**config.mk**
```make
export PLATFORM = sky130hd
export DESIGN_NAME = apb_regfile_slave
export DESIGN_NICKNAME = d
export VERILOG_FILES = /design/src/rtl/apb_pkg.sv /design/src/rtl/apb_wait_timer.sv /design/src/rtl/apb_regfile_slave.sv
export SDC_FILE = /design/constraint.sdc
export NUM_CORES = 1
export LEC_CHECK = 0
export CAP_MARGIN = 25
export CELL_PAD_IN_SITES_DETAIL_PLACEMENT = 1
export CELL_PAD_IN_SITES_GLOBAL_PLACEMENT = 2
export CORE_ASPECT_RATIO = 0.75
export CORE_MARGIN = 2
export CORE_UTILIZATION = 29
export CTS_BUF_LIST = sky130_fd_sc_hd__clkbuf_8
export CTS_CLUSTER_SIZE = 30
export DETAILED_ROUTE_END_ITERATION = 12
export PLACE_DENSITY_LB_ADDON = 0.3
export SLEW_MARGIN = 20
export SYNTH_ARGS = -nofsm -noshare
export SYNTH_HDL_FRONTEND = slang
export SYNTH_SLANG_ARGS = --single-unit
```
**constraint.sdc**
```tcl
create_clock -name PCLK -period 11.72 [get_ports PCLK]
set_input_delay 1.172 -clock PCLK [delete_from_list [all_inputs] [get_ports PCLK]]
set_output_delay 1.172 -clock PCLK [all_outputs]
set_load 0.1 [all_outputs]
```
**src/rtl/apb_pkg.sv**
```systemverilog
// Shared APB definitions: FSM states, bus widths and the byte-strobe merge helper.
package apb_pkg;

    localparam int APB_DATA_W = 32;
    localparam int APB_STRB_W = 4;

    typedef enum logic [1:0] {
        IDLE = 2'd0,
        WAIT = 2'd1,
        RESP = 2'd2
    } apb_state_t;

    // Replace each byte of old whose strobe bit is set with the matching wdata byte.
    function automatic logic [APB_DATA_W-1:0] strb_merge(
        input logic [APB_DATA_W-1:0] old,
        input logic [APB_DATA_W-1:0] wdata,
        input logic [APB_STRB_W-1:0] strb
    );
        logic [APB_DATA_W-1:0] res;
        res = old;
        for (int b = 0; b < APB_STRB_W; b++) begin
            if (strb[b]) res[8*b +: 8] = wdata[8*b +: 8];
        end
        return res;
    endfunction

endpackage

```
**src/rtl/apb_wait_timer.sv**
```systemverilog
// Down-counter that paces the wait states of one APB transfer.
module apb_wait_timer #(
    parameter int CNT_W = 4
) (
    input  logic             clk_i,
    input  logic             rst_i,
    input  logic             load_i,
    input  logic [CNT_W-1:0] val_i,
    input  logic             dec_i,
    output logic             done_o
);

    logic [CNT_W-1:0] cnt_q;

    // Load on transfer start, then count down towards zero (saturating).
    always_ff @(posedge clk_i or posedge rst_i) begin
        if (rst_i) begin
            cnt_q <= '0;
        end else if (load_i) begin
            cnt_q <= val_i;
        end else if (dec_i && cnt_q != '0) begin
            cnt_q <= cnt_q - 1'b1;
        end
    end

    // Last wait cycle: the FSM moves to RESP on the following edge.
    assign done_o = (cnt_q == CNT_W'(1));

endmodule

```
**src/rtl/apb_regfile_slave.sv**
```systemverilog
// Parametrised APB4 register file: byte strobes, wait states, PSLVERR on
// out-of-range or read-only writes, hardware-sourced read-only slots.
module apb_regfile_slave
    import apb_pkg::*;
#(
    parameter int                             ADDR_W      = 8,
    parameter int                             NUM_REGS    = 8,
    parameter int                             WAIT_CYCLES = 0,
    parameter logic [NUM_REGS-1:0]            RO_MASK     = '0,
    parameter logic [NUM_REGS*APB_DATA_W-1:0] RESET_VAL   = '0
) (
    input  logic                           PCLK,
    input  logic                           PRESET,
    input  logic [ADDR_W-1:0]              PADDR,
    input  logic [APB_DATA_W-1:0]          PWDATA,
    input  logic                           PWRITE,
    input  logic                           PSEL,
    input  logic                           PENABLE,
    input  logic [APB_STRB_W-1:0]          PSTRB,
    output logic [APB_DATA_W-1:0]          PRDATA,
    output logic                           PREADY,
    output logic                           PSLVERR,
    output logic [NUM_REGS*APB_DATA_W-1:0] reg_q,
    output logic [NUM_REGS-1:0]            wr_pulse,
    input  logic [NUM_REGS*APB_DATA_W-1:0] hw_rdata
);

    localparam int IDX_W = ADDR_W - 2;

    apb_state_t             state_q, state_d;
    logic [IDX_W-1:0]       idx_q;
    logic                   write_q;
    logic [APB_DATA_W-1:0]  wdata_q;
    logic [APB_STRB_W-1:0]  strb_q;
    logic [APB_DATA_W-1:0]  regs_q [NUM_REGS];

    logic [APB_DATA_W-1:0]  prdata_q;
    logic                   pready_q, pslverr_q;
    logic [NUM_REGS-1:0]    wr_pulse_q;

    logic                   tmr_load, tmr_dec, tmr_done;

    // Byte-offset bits carry no information for word registers.
    logic unused_paddr;
    assign unused_paddr = ^PADDR[1:0];

    // With no wait states the commit happens on the same edge that samples
    // the access, so the bus is used directly while IDLE; otherwise the
    // captured copy is used.
    logic                   acc_idle;
    logic [IDX_W-1:0]       acc_idx;
    logic                   acc_write;
    logic [APB_DATA_W-1:0]  acc_wdata;
    logic [APB_STRB_W-1:0]  acc_strb;

    assign acc_idle  = (state_q == IDLE);
    assign acc_idx   = acc_idle ? PADDR[ADDR_W-1:2] : idx_q;
    assign acc_write = acc_idle ? PWRITE  : write_q;
    assign acc_wdata = acc_idle ? PWDATA  : wdata_q;
    assign acc_strb  = acc_idle ? PSTRB   : strb_q;

    logic [NUM_REGS-1:0]    sel;
    logic [APB_DATA_W-1:0]  rd_val;
    logic                   in_range, ro_hit, err, commit;

    // One-hot register decode and read mux; empty select means out of range.
    always_comb begin
        sel    = '0;
        rd_val = '0;
        for (int i = 0; i < NUM_REGS; i++) begin
            if (int'(acc_idx) == i) begin
                sel[i] = 1'b1;
                rd_val = RO_MASK[i] ? hw_rdata[i*APB_DATA_W +: APB_DATA_W] : regs_q[i];
            end
        end
    end

    assign in_range = |sel;
    assign ro_hit   = |(sel & RO_MASK);
    assign err      = !in_range || (acc_write && ro_hit);
    assign commit   = (state_d == RESP) && (state_q != RESP);

    apb_wait_timer #(.CNT_W(4)) u_timer (
        .clk_i  (PCLK),
        .rst_i  (PRESET),
        .load_i (tmr_load),
        .val_i  (4'(WAIT_CYCLES)),
        .dec_i  (tmr_dec),
        .done_o (tmr_done)
    );

    // FSM state register.
    always_ff @(posedge PCLK or posedge PRESET) begin
        if (PRESET) state_q <= IDLE;
        else        state_q <= state_d;
    end

    // Next state and timer control; RESP ignores PSEL/PENABLE so a held
    // access cannot be acknowledged twice.
    always_comb begin
        state_d  = state_q;
        tmr_load = 1'b0;
        tmr_dec  = 1'b0;
        unique case (state_q)
            IDLE: begin
                if (PSEL && PENABLE) begin
                    tmr_load = 1'b1;
                    state_d  = (WAIT_CYCLES > 0) ? WAIT : RESP;
                end
            end
            WAIT: begin
                tmr_dec = 1'b1;
                if (tmr_done) state_d = RESP;
            end
            RESP:    state_d = IDLE;
            default: state_d = IDLE;
        endcase
    end

    // Capture the transfer so it completes even if PSEL drops during WAIT.
    always_ff @(posedge PCLK or posedge PRESET) begin
        if (PRESET) begin
            idx_q   <= '0;
            write_q <= 1'b0;
            wdata_q <= '0;
            strb_q  <= '0;
        end else if (acc_idle && PSEL && PENABLE) begin
            idx_q   <= PADDR[ADDR_W-1:2];
            write_q <= PWRITE;
            wdata_q <= PWDATA;
            strb_q  <= PSTRB;
        end
    end

    // Register array: strobed write on a successful commit only.
    always_ff @(posedge PCLK or posedge PRESET) begin
        if (PRESET) begin
            for (int i = 0; i < NUM_REGS; i++) regs_q[i] <= RESET_VAL[i*APB_DATA_W +: APB_DATA_W];
        end else if (commit && acc_write && !err) begin
            for (int i = 0; i < NUM_REGS; i++) begin
                if (sel[i] && !RO_MASK[i]) regs_q[i] <= strb_merge(regs_q[i], acc_wdata, acc_strb);
            end
        end
    end

    // Response outputs, registered on the edge entering RESP; PRDATA holds otherwise.
    always_ff @(posedge PCLK or posedge PRESET) begin
        if (PRESET) begin
            prdata_q   <= '0;
            pready_q   <= 1'b0;
            pslverr_q  <= 1'b0;
            wr_pulse_q <= '0;
        end else begin
            pready_q   <= commit;
            pslverr_q  <= commit && err;
            wr_pulse_q <= (commit && acc_write && !err) ? sel : '0;
            if (commit) prdata_q <= (acc_write || err) ? '0 : rd_val;
        end
    end

    assign PRDATA   = prdata_q;
    assign PREADY   = pready_q;
    assign PSLVERR  = pslverr_q;
    assign wr_pulse = wr_pulse_q;

    // Expose RW contents; read-only slots have no storage of interest and read 0.
    for (genvar g = 0; g < NUM_REGS; g++) begin : g_regq
        assign reg_q[g*APB_DATA_W +: APB_DATA_W] = RO_MASK[g] ? '0 : regs_q[g];
    end

endmodule

```
==> qor.yml, run 1 <==
status: "finished with violations"
violations: "design-rule violations"
die_area_mm2: 0.0574
hp-start: "PRDATA[8]$_DFFE_PP0N_"
wl_per_cell_um: 28.3
synth_common_cells: "dfrtp_1 (347), mux2_2 (321), o221ai_1 (62)"
finalWirelength_mm: 65.8
rr_endpoint: "reg_q[116]$_DFFE_PP0P_"
root_buffer: "clkbuf_8"
grt_first_pass_wirelength_mm: 96.1
synth_ff_type: "dfrtp_1"
area_growth_pct: 36.1
dpl-instance-area_mm2: 0.0205
worst_pin_slew_ns: 1.13
nets: 1867
fin_ws_ns: 7.20
place.gp.congestion: 0.815
finalNonFillerCells: 2326
row_count: 74
synth.most_common_cell: "dfrtp_1"
drcViolationCount: 20
clkPwrFrac_pct: 41.6
switching_share_pct: 29.0
powerDensity_mw_per_mm2: 125
initial_core_util_pct: 29.5
ys_warn_count: 0
hold_class: "reg2reg"
ctsResizeCount: 0
dpl_worst_slack_ns: 6.69
synth_edf_count: 0
portBuffers: 344
drt_first_pass_iters: 12
grt_usage_pct: 22.6
p_leak_nw: 9.48
synth.avg_cell_area_um2: 13.4
dp.cells: 2212
dieHeight_um: 208
ys_seq_elements: 347
route.vias.total: 12428
yosys.area.top_type: "dfrtp_1"
layout-drive-gt1-share_pct: 31.7
worstPathCellList: "nor2_4 -> mux2i_1 -> nand4_4 -> buf_4 -> nor4_4 -> mux2_2"
synthDistinctLibCells: 58
timing.rr.start: "state_q[0]$_DFF_PP0_"
whs_ns: 0.494
finalInstanceArea_mm2: 0.0219
p_sw_mw: 0.794
grt_pass1_vias: 13436
worstRegToRegCells: 6
clkSinkCount: 347
dp_hpwl_mm: 43.8
hold_viol: 0
grt_max_degree: 98
clock_path_buffers: 3
synthArstFlopShare_pct: 100
r2r_setup_slack_ns: 7.20
overflow: 0
maxCapViolCount: 0
antenna_cells: 0
crit_path_max_incr_delay_ns: 1.00
postLayoutCoreUtil_pct: 40.1
syn_area_mm2: 0.0161
dieWidth_um: 276
core_mm2: 0.0546
clk_pin_slew_worst_paths_ns: 0.06
setup-violations-final: 0
antenna_found_initial: 1
holdPathEnd: "PRDATA[8]$_DFFE_PP0N_"
fin_skew_ns: 0.0303
ys_seq_area_share_pct: 53.9
fmax_mhz: 221
critPathKind: "reg2reg"
synthCells: 1197
synth_top_area_share_pct: 53.9
ir_worst_vdd_mv: 0.0749
hold_path_depth: 2
htreeDepth: 2
drv_slew: 0
synth_fp_nets: 1504
p_comb_share_pct: 12.6
cp.required_ns: 12.26
power.internal_mw: 1.95
synth.area.top_cells: "dfrtp_1 (54%), mux2_2 (22%), o221ai_1 (3.4%)"
min_period_ns: 4.52
insertion_delay_ns: 0.67
fin_crit_sh_pct: 38.6
drt_iter0_drc: 851
cts_tree: "done"
ant_nets: 0
cts_setup_buffers: 0
holdBufCountCts: 0
p_seq_share_pct: 45.8
crit_path_end_kind: "flop"
max_slew_margin_pct: 24.2
critPathMaxFanout: 31
cts-buffers-inserted: 60
detail_route.vias_per_cell: 5.34
arrival_ns: 5.06
fin_setup_tns_ns: 0
cp_slowest_cell: "nor4_4"
p_total_mw: 2.74
ioPinCount: 603
rsz0062_at_grt: "false"
start_kind: "flop"
layout make-up:
| cell class | instances | area, µm² |
|---|---|---|
| clock buffers | 74 | 1020 |
| clock inverters | 32 | 193 |
| repair buffers | 380 | 3920 |
| well taps | 722 | 903 |
| fillers | 5713 | 32700 |
| multi-input cells | 764 | 7160 |
| inverters | 7 | 33.8 |
| flip-flops and latches | 347 | 8680 |
routing by layer:
layer  GRT usage (%)  up-vias  wire length [µm]
met5               0        -                 0
met4            5.99        0              1350
met3            8.04       94              6190
met2            31.8      478             27100
met1            32.5     6512             31100
li1                -     5344                 -
layout by cell type (no fill, tap or decap), types with 3 or more instances in the layout:
cell               n
nand2_1           36
mux2_2           321
o32a_1            31
clkdlybuf4s50_1  343
nor3_1             4
o22ai_1           32
mux2_1             3
clkinv_2           3
clkbuf_8          74
buf_4             24
mux2i_2            4
nand2b_1           4
o21a_1            31
o21ai_0            4
nand4_1            3
inv_1             28
nor3_2            16
clkinvlp_4         3
nor3_4             4
dfrtp_1          347
o221ai_1          62
nand3_1            4
a22oi_1           30
nor4_4            12
a211oi_1          33
a21oi_1            3
buf_16             9
and3_1            32
nor2_1            41
mux2_4             8
nand2_2            3
worst max-delay path by stage:
stage,startpoint,to,slack [ns],depth (start not counted)
after global placement,PSEL,PRDATA[13]$_DFFE_PP0N_,6.49,9
after global routing,state_q[0]$_DFF_PP0_,reg_q[116]$_DFFE_PP0P_,6.98,6
after CTS,state_q[0]$_DFF_PP0_,reg_q[55]$_DFFE_PP0P_,7.21,6
after floorplan,PRESET,PRDATA[0]$_DFFE_PP0N_,0.93,1
final,state_q[0]$_DFF_PP0_,reg_q[116]$_DFFE_PP0P_,7.20,6
after detailed placement,PENABLE,reg_q[116]$_DFFE_PP0P_,6.69,9
power groups by stage:
| stage | Sequential [mW] | Clock (mW) | Combinational (mW) |
|---|---|---|---|
| after floorplan | 1.32 | 0 | 0.171 |
| after global placement | 1.27 | 0 | 0.340 |
| after detailed placement | 1.28 | 0 | 0.344 |
| after CTS | 1.26 | 1.18 | 0.346 |
| after global routing | 1.26 | 1.22 | 0.368 |
| final | 1.26 | 1.14 | 0.346 |
critical path, delay by kind of cell (launching register included):
family                 cells  cell delay (ns)
muxes                      2             1.11
DFF                        1             0.65
and+or+nand+nor            3             2.10
buffers and inverters      1             0.45
sequential cells by signal (all words and copies together) (netlist names):
| name | count |
|---|---|
| write_q | 1 |
| strb_q | 4 |
| wr_pulse | 8 |
| state_q | 2 |
| reg_q | 256 |
| PREADY | 1 |
| idx_q | 6 |
| PRDATA | 32 |
| PSLVERR | 1 |
| u_timer.cnt_q | 4 |
| wdata_q | 32 |
cells by family after synthesis:
| family | after synthesis | share of synthesized area (%) |
|---|---|---|
| and+or+nand+nor | 179 | 7.73 |
| DFF | 347 | 53.9 |
| muxes | 337 | 23.8 |
| adders and majority gates | 2 | 0.155 |
| xor gates and xnor gates | 3 | 0.163 |
| buffers and inverters | 86 | 2.16 |
| AOI/OAI and AO/OA | 243 | 12.0 |
No activity file was read; power rests on OpenSTA's default activity.
==> run 2, diff against run 1 <==
==> constraint.sdc (replaced) <==
create_clock -name PCLK -period 4.4 [get_ports PCLK]
set_input_delay 0.44 -clock PCLK [delete_from_list [all_inputs] [get_ports PCLK]]
set_output_delay 0.44 -clock PCLK [all_outputs]
set_load 0.1 [all_outputs]
==> run 2 against run 1 <==
  * The flow still finishes with violations (design-rule violations)
  * Worst hold slack got worse by 0.24 ns
  * Flip-flop and latch count unchanged
  * Critical path type unchanged
  * Power increased to 2.7 times the previous value
  * Critical path depth grew 1
  * Clock skew is 0.0055 ns lower
  * Maximum frequency up 19%
  * Non-clock buffer count rose by 33
  * Core utilization up 0.41 points
  * Clock power increased to 2.6 times the previous value
==> qor.yml, run 2 (synthesized netlist as in run 1, its figures left out) <==
status: "finished with violations"
start_kind: "flop"
drcViolationCount: 19
ant_nets: 0
overflow: 0
portBuffers: 344
hold_viol: 0
clk_pin_slew_worst_paths_ns: 0.07
final_common_cell: "dfrtp_1"
power.internal_mw: 5.19
setup-violations-final: 0
dieWidth_um: 276
core_mm2: 0.0546
register_area_mm2: 0.00868
layout-drive-gt1-share_pct: 33.3
largest_reg_flops: 256
violations: "design-rule violations"
dpl-instance-area_mm2: 0.0209
nets: 1900
clock_path_buffers: 3
die_area_mm2: 0.0574
finalInstanceArea_mm2: 0.0221
multi_input_area_mm2: 0.00716
p_leak_nw: 9.67
ctsResizeCount: 0
area_growth_pct: 37.5
grt_first_pass_wirelength_mm: 96.3
insertion_delay_ns: 0.65
antenna_cells: 0
p_comb_share_pct: 12.9
detail_route.vias_per_cell: 5.33
worstRegToRegCells: 7
cp.required_ns: 4.93
critPathKind: "reg2reg"
r2r_setup_slack_ns: 0.59
timing.rr.start: "state_q[0]$_DFF_PP0_"
ir_worst_vdd_mv: 0.195
whs_ns: 0.255
place.gp.congestion: 0.799
rsz0062_at_grt: "false"
hold_class: "in2async"
arrival_ns: 4.34
fin_ws_ns: 0.590
cts_tree: "done"
maxCapViolCount: 0
antenna_found_initial: 3
switching_share_pct: 28.9
final_cell_mix: "dfrtp_1 (347), clkdlybuf4s50_1 (338), mux2_2 (321)"
row_count: 74
max_slew_margin_pct: 22.9
p_sw_mw: 2.11
worst_pin_slew_ns: 1.15
drt_iter0_drc: 774
crit_path_end_kind: "flop"
nFillCells: 5705
dieHeight_um: 208
initial_core_util_pct: 29.5
ioPinCount: 603
p_seq_share_pct: 45.8
grt_pass1_vias: 13590
grt_usage_pct: 22.5
drt_first_pass_iters: 9
powerDensity_mw_per_mm2: 330
min_period_ns: 3.81
critPathMaxFanout: 32
route.vias.total: 12591
fmax_mhz: 262
clkSinkCount: 347
fin_skew_ns: 0.0247
clkPwrFrac_pct: 41.3
rr_endpoint: "reg_q[206]$_DFFE_PP0P_"
fin_crit_sh_pct: 86.6
finalWirelength_mm: 65.7
root_buffer: "clkbuf_8"
dp_hpwl_mm: 45.6
holdBufCountCts: 0
cts_setup_buffers: 0
wl_per_cell_um: 27.8
dpl_worst_slack_ns: 0.483
grt_max_degree: 120
p_total_mw: 7.30
cts-buffers-inserted: 60
drv_slew: 0
htreeDepth: 2
fin_setup_tns_ns: 0
[run 2: metal layers]
metal / part of all wire [%] / wire, µm / global-route usage (%) / vias up
met2: 42 / 27300 / 32.1 / 423
li1: - / - / - / 5412
met3: 9.1 / 6020 / 8.28 / 77
met4: 1.6 / 1050 / 4.60 / 2
met1: 48 / 31400 / 32.5 / 6677
met5: 0.020 / 13 / 0 / -
[run 2: final cells by class]
class / count / area share [%]
Clock buffer: 70 / 4.35
Clock inverter: 39 / 1.10
Inverter: 7 / 0.136
Multi-Input combinational cell: 764 / 32.4
Sequential cell: 347 / 39.2
Tap cell: 722 / 4.08
Timing Repair Buffer: 413 / 18.8
[run 2: critical path, stage by stage, from the launching register on]
cell     delay (ns)
dfrtp_1        0.65
nor2_4         0.45
mux2i_1        0.72
nand4_4        0.16
buf_4          0.37
nor3_2         0.70
buf_4          0.27
mux2_2         0.33
[run 2: worst max-delay path by stage]
stage                               startpoint                endpoint  slack, ns
final                     state_q[0]$_DFF_PP0_  reg_q[206]$_DFFE_PP0P_       0.59
after CTS                 state_q[0]$_DFF_PP0_  reg_q[116]$_DFFE_PP0P_       0.61
after global placement                PADDR[2]  reg_q[243]$_DFFE_PP0P_       0.54
after global routing      state_q[0]$_DFF_PP0_  reg_q[206]$_DFFE_PP0P_       0.41
after detailed placement              PADDR[2]  reg_q[240]$_DFFE_PP0P_       0.48
after floorplan                         PRESET   PRDATA[0]$_DFFE_PP0N_      -0.68
[run 2: power by group through the flow]
stage | combinational [mW] | clock, mW | sequential (mW)
after detailed placement | 0.941 | 0 | 3.40
after global routing | 1.00 | 3.24 | 3.36
after floorplan | 0.456 | 0 | 3.52
after global placement | 0.923 | 0 | 3.39
final | 0.938 | 3.01 | 3.34
after CTS | 0.944 | 3.10 | 3.34
[run 2: through the flow]
step | instances | util (%)
6_report | 2362 | 40.5
5_1_grt | 2362 | 40.5
4_1_cts | 2359 | 40.4
3_5_place_dp | 2250 | 38.2
3_3_place_gp | 2247 | 38.0
2_1_floorplan | 1197 | -
